## src/rtl/pipe_stage_reg.sv

```systemverilog
// pipe_stage_reg: inter-stage pipeline register with stall hold, bubble, flush and keep-on-bubble bits
// Define PIPE_STAGE_PERF_EN to implement the bubble/hold performance counters.
module pipe_stage_reg #(
  parameter int DATA_W = 128,
  parameter logic [DATA_W-1:0] NOP_DATA = '0,
  parameter logic [DATA_W-1:0] KEEP_MASK = '0,
  parameter int STALL_W = 6,
  parameter int STAGE = 2,
  parameter int CNT_W = 16
) (
  input  logic clk,
  input  logic rst,
  input  logic [STALL_W-1:0] stall,
  input  logic flush,
  input  logic in_valid,
  input  logic [DATA_W-1:0] in_data,
  output logic out_valid,
  output logic [DATA_W-1:0] out_data,
  input  logic clr_cnt,
  output logic [CNT_W-1:0] bubble_cnt,
  output logic [CNT_W-1:0] hold_cnt
);
  generate
    if (STAGE + 1 >= STALL_W) begin : g_bad_stage
      $error("pipe_stage_reg: STAGE+1 must be below STALL_W");
    end
  endgenerate
  logic up, dn, bubble, hold;
  logic unused_bits;
  assign up = stall[STAGE];
  assign dn = stall[STAGE+1];
  assign bubble = up & ~dn;
  assign hold = up & dn;
  assign unused_bits = ^{stall, clr_cnt};
  always_ff @(posedge clk) begin
    if (rst || flush) begin
      out_valid <= 1'b0;
      out_data <= NOP_DATA;
    end else if (!up) begin
      out_valid <= in_valid;
      out_data <= in_data;
    end else if (bubble) begin
      out_valid <= 1'b0;
      out_data <= (NOP_DATA & ~KEEP_MASK) | (out_data & KEEP_MASK);
    end
  end
`ifdef PIPE_STAGE_PERF_EN
  // counters saturate; flush cycles count as neither bubble nor hold
  always_ff @(posedge clk) begin
    if (rst || clr_cnt) begin
      bubble_cnt <= '0;
      hold_cnt <= '0;
    end else if (!flush) begin
      if (bubble && !(&bubble_cnt)) bubble_cnt <= bubble_cnt + 1'b1;
      if (hold && !(&hold_cnt)) hold_cnt <= hold_cnt + 1'b1;
    end
  end
`else
  assign bubble_cnt = '0;
  assign hold_cnt = '0;
`endif
endmodule

```

## config.mk

```make
export PLATFORM = sky130hd
export DESIGN_NAME = pipe_stage_reg
export DESIGN_NICKNAME = d
export VERILOG_FILES = /design/src/rtl/pipe_stage_reg.sv
export SDC_FILE = /design/constraint.sdc
export NUM_CORES = 1
export LEC_CHECK = 0
export BUFFER_PORTS_ARGS = -buffer_cell sky130_fd_sc_hd__clkbuf_2
export CAP_MARGIN = 20
export CORE_AREA = 2 2 116 118
export CTS_CLUSTER_SIZE = 24
export DETAILED_ROUTE_END_ITERATION = 16
export DIE_AREA = 0 0 118 120
export GPL_TIMING_DRIVEN = 0
export PLACE_DENSITY = 0.73
export SETUP_SLACK_MARGIN = 0.15
export SLEW_MARGIN = 15
export SYNTH_ARGS = -nofsm -noshare
export SYNTH_HDL_FRONTEND = slang
export SYNTH_SLANG_ARGS = --single-unit
```

## constraint.sdc

```tcl
create_clock -name clk -period 1.4 [get_ports clk]
set_clock_uncertainty 0.2 [all_clocks]
set_input_delay 0.07 -clock clk [delete_from_list [all_inputs] [get_ports clk]]
set_output_delay 0.07 -clock clk [all_outputs]
set_load 0.1 [all_outputs]
```

==> impl_results.md <==
* DRT iter0 DRCs at 678
* Critical path peak fanout at 10
* Slowest cell on the critical path: clkbuf_1
* Critical R2R Launch: out_data[100]
* Placed cell areas at 7050 um^2
* Buf/Inv on CP at 2
* Hold crit path type: in2reg
* Mean instance size in the synthesized netlist at 8.67 um^2
* Max VDD drop at 0.930 mV
* Routed via count at 7,230
* Final setup violation count at 0
* Psw at 3.69 mW
* Count of final max-slew check failures at 0
* Clock Path Buffers at 2
* First-pass GRT wire length at 40.2 mm
* Hold_ws at 0.0659 ns
* DRC at 0
* Fin crit share at 0.985
* Arrival time worst endpoint at 1.47 ns
* Seq/Total Area, Yosys at 0.491
* Largest net degree at the start of global routing at 17
* P_int at 7.56 mW
* DIE AREA at 14,200 um^2
* Fmax at 0.726 GHz
* Synthesized netlist cell count at 606
* Worst slew pin tran at 0.711 ns
* HP Start: stall[2]
* Clock group share of total power at 0.383
* Dominant cells by area after synthesis: dfxtp_1 (49%), nand2b_1 (15%), a21oi_1 (12%), nand3_1 (12%), buf_4 (4.7%)
* Mapped Area at 5260 um^2
* Root Buffer: clkbuf_16
* Crit Path Category: in2reg
* Clock-pin slew on the worst setup and hold paths at 0.06 ns
* Crit start category: input pin
* Routed len/inst at 23.6 um
* RSZ-0062 raised after global routing: true
* DR vias/cell at 5.57
* Cell Rows at 42
* Total Power at 11.2 mW
* # port buffers at 260
* Grt total ovfl at 0
* Final core occ at 0.929
* # diodes at 0
* Outcome: finished clean
* Synth top area share at 0.491
* Worst R2R Setup Slack at 0.15 ns
* DIE HEIGHT at 120 um
* Fraction of layout cells with a size suffix above 1 at 0.479
* Fraction of power spent switching nets at 0.328
* GPL Wtd Cong at 0.804
* Comb power frac at 0.269
* Layout area overhead at 129%
* Crit end category: flop
* Max Cap Viol at 0
* Clock Latency Late Sink at 0.42 ns
* Sink Count at 129
* Area leader, netlist: dfxtp_1
* Fin Setup TNS at 0 ns
* Vias in the first global route at 7,079
* 1st-pass router iterations at 7
* Reg power frac at 0.347
* Antenna violations before repair at 0
* Die width at 118 um
* Post-layout minimum cycle time at 1.38 ns
* Leakage at 5.15 nW
* Worst-path cell chain: clkbuf_1 -> buf_2 -> nand3_1 -> a21oi_1
* TritonCTS Buffers at 17
* I/O pins at 300
* FF+latch count, synth at 129
* # nets final at 1,250
* Critical path's top delay family: buffers and inverters
* TritonCTS clock tree: yes
* Slew headroom at 0.526
* YS warnings at 0
* Dpl hpwl at 11.3 mm
* CP max stage delay at 0.52 ns
* Worst Path Required at 1.49 ns
* Routed Wire Length at 30.7 mm
* Crit path launch: stall[3]
* Clock H-tree levels at 4
* Initial Util at 0.405
* Core Footprint at 13,000 um^2
* Final Hold Fails at 0
* Power Dens Cells at 932 nW/um^2
* Total track usage at 0.369
* Final ANT Viol Nets at 0
* Count of cell types in the netlist at 12
* Final Cell Area at 12,100 um^2
through the flow:
| stage | std cells | setup slack [ns] |
|---|---|---|
| 2_1_floorplan | 637 | 0.225 |
| 6_report | 1299 | 0.0217 |
| 5_1_grt | 1299 | 0.0210 |
| 3_5_place_dp | 1073 | -0.311 |
| 3_3_place_gp | 1073 | -0.304 |
| 4_1_cts | 1245 | 0.124 |
Yosys cell counts, drive strengths merged:
master and count:
conb 1, buf 64, or2 1, a21oi 129, nand2b 129, clkbuf 24, nand3 129, dfxtp 129
routing by layer:
layer  GRT usage  up-vias  routed length, um
met5           0        -                  0
met4       0.231        0               2590
met3      0.0993      214               2580
met2       0.692      572              15400
met1       0.358     3447              10000
li1            -     2997                  -
final timing paths:
path                   end  cells past startpoint
max           out_data[48]                      4
min              out_valid                      4
max reg2reg  out_data[100]                      4
min reg2reg   out_data[99]                      2
cells by family after synthesis:
group / after synthesis / synth area share
buffers and inverters: 88 / 0.107
other: 1 / 0.000714
DFF: 129 / 0.491
AOI/OAI and AO/OA: 129 / 0.123
and+or+nand+nor: 259 / 0.278
state kept, by name (all words and copies together) (netlist names):
register / count
out_data: 128
out_valid: 1
area by class of cell:
type	count	area, um^2
timing repair buffer	455	5700
sequential	129	2780
multi-input combinational	420	2230
fill	402	923
buffer	88	578
clock buffer	25	495
tap	176	220
clock inverter	6	55.1
cell usage in the layout, fill, tap and decap left out:
master / count
dlygate4sd3_1: 138
dfxtp_4: 15
dfxtp_2: 114
clkbuf_8: 4
clkinv_2: 5
buf_4: 89
nand3_1: 129
a21oi_1: 128
clkbuf_1: 26
dlymetal6s4s_1: 1
nand2b_1: 129
buf_6: 11
a21oi_2: 1
clkbuf_4: 2
or2_1: 1
bufinv_16: 1
buf_1: 1
buf_8: 1
clkbuf_2: 133
conb_1: 32
buf_2: 16
clkbuf_16: 146
worst reg2reg max path, delay by kind of cell (launching register included):
family,cells,cell delay (ns)
DFF,1,0.38
AOI/OAI and AO/OA,1,0.26
buffers and inverters,2,0.23
and+or+nand+nor,1,0.08
repair_timing:
| action | in CTS | in global routing |
|---|---|---|
| hold endpoints to repair | 129 | 10 |
| hold buffers | 139 | 3 |
| endpoints found under the setup margin | 173 | 163 |
| gates resized for setup | 388 | 24 |
| buffers inserted | 2 | 54 |
| pin swaps | 0 | 1 |
power groups by stage:
stage               Combinational, mW  Sequential (mW)  Clock (mW)
floorplan                       0.850             4.72           0
global placement                 2.05             3.93           0
detailed placement               2.05             3.93           0
CTS                              2.77             3.91        4.19
global route                     3.10             3.91        4.43
finish                           3.03             3.91        4.31
Power figures use the tool's default switching activity.
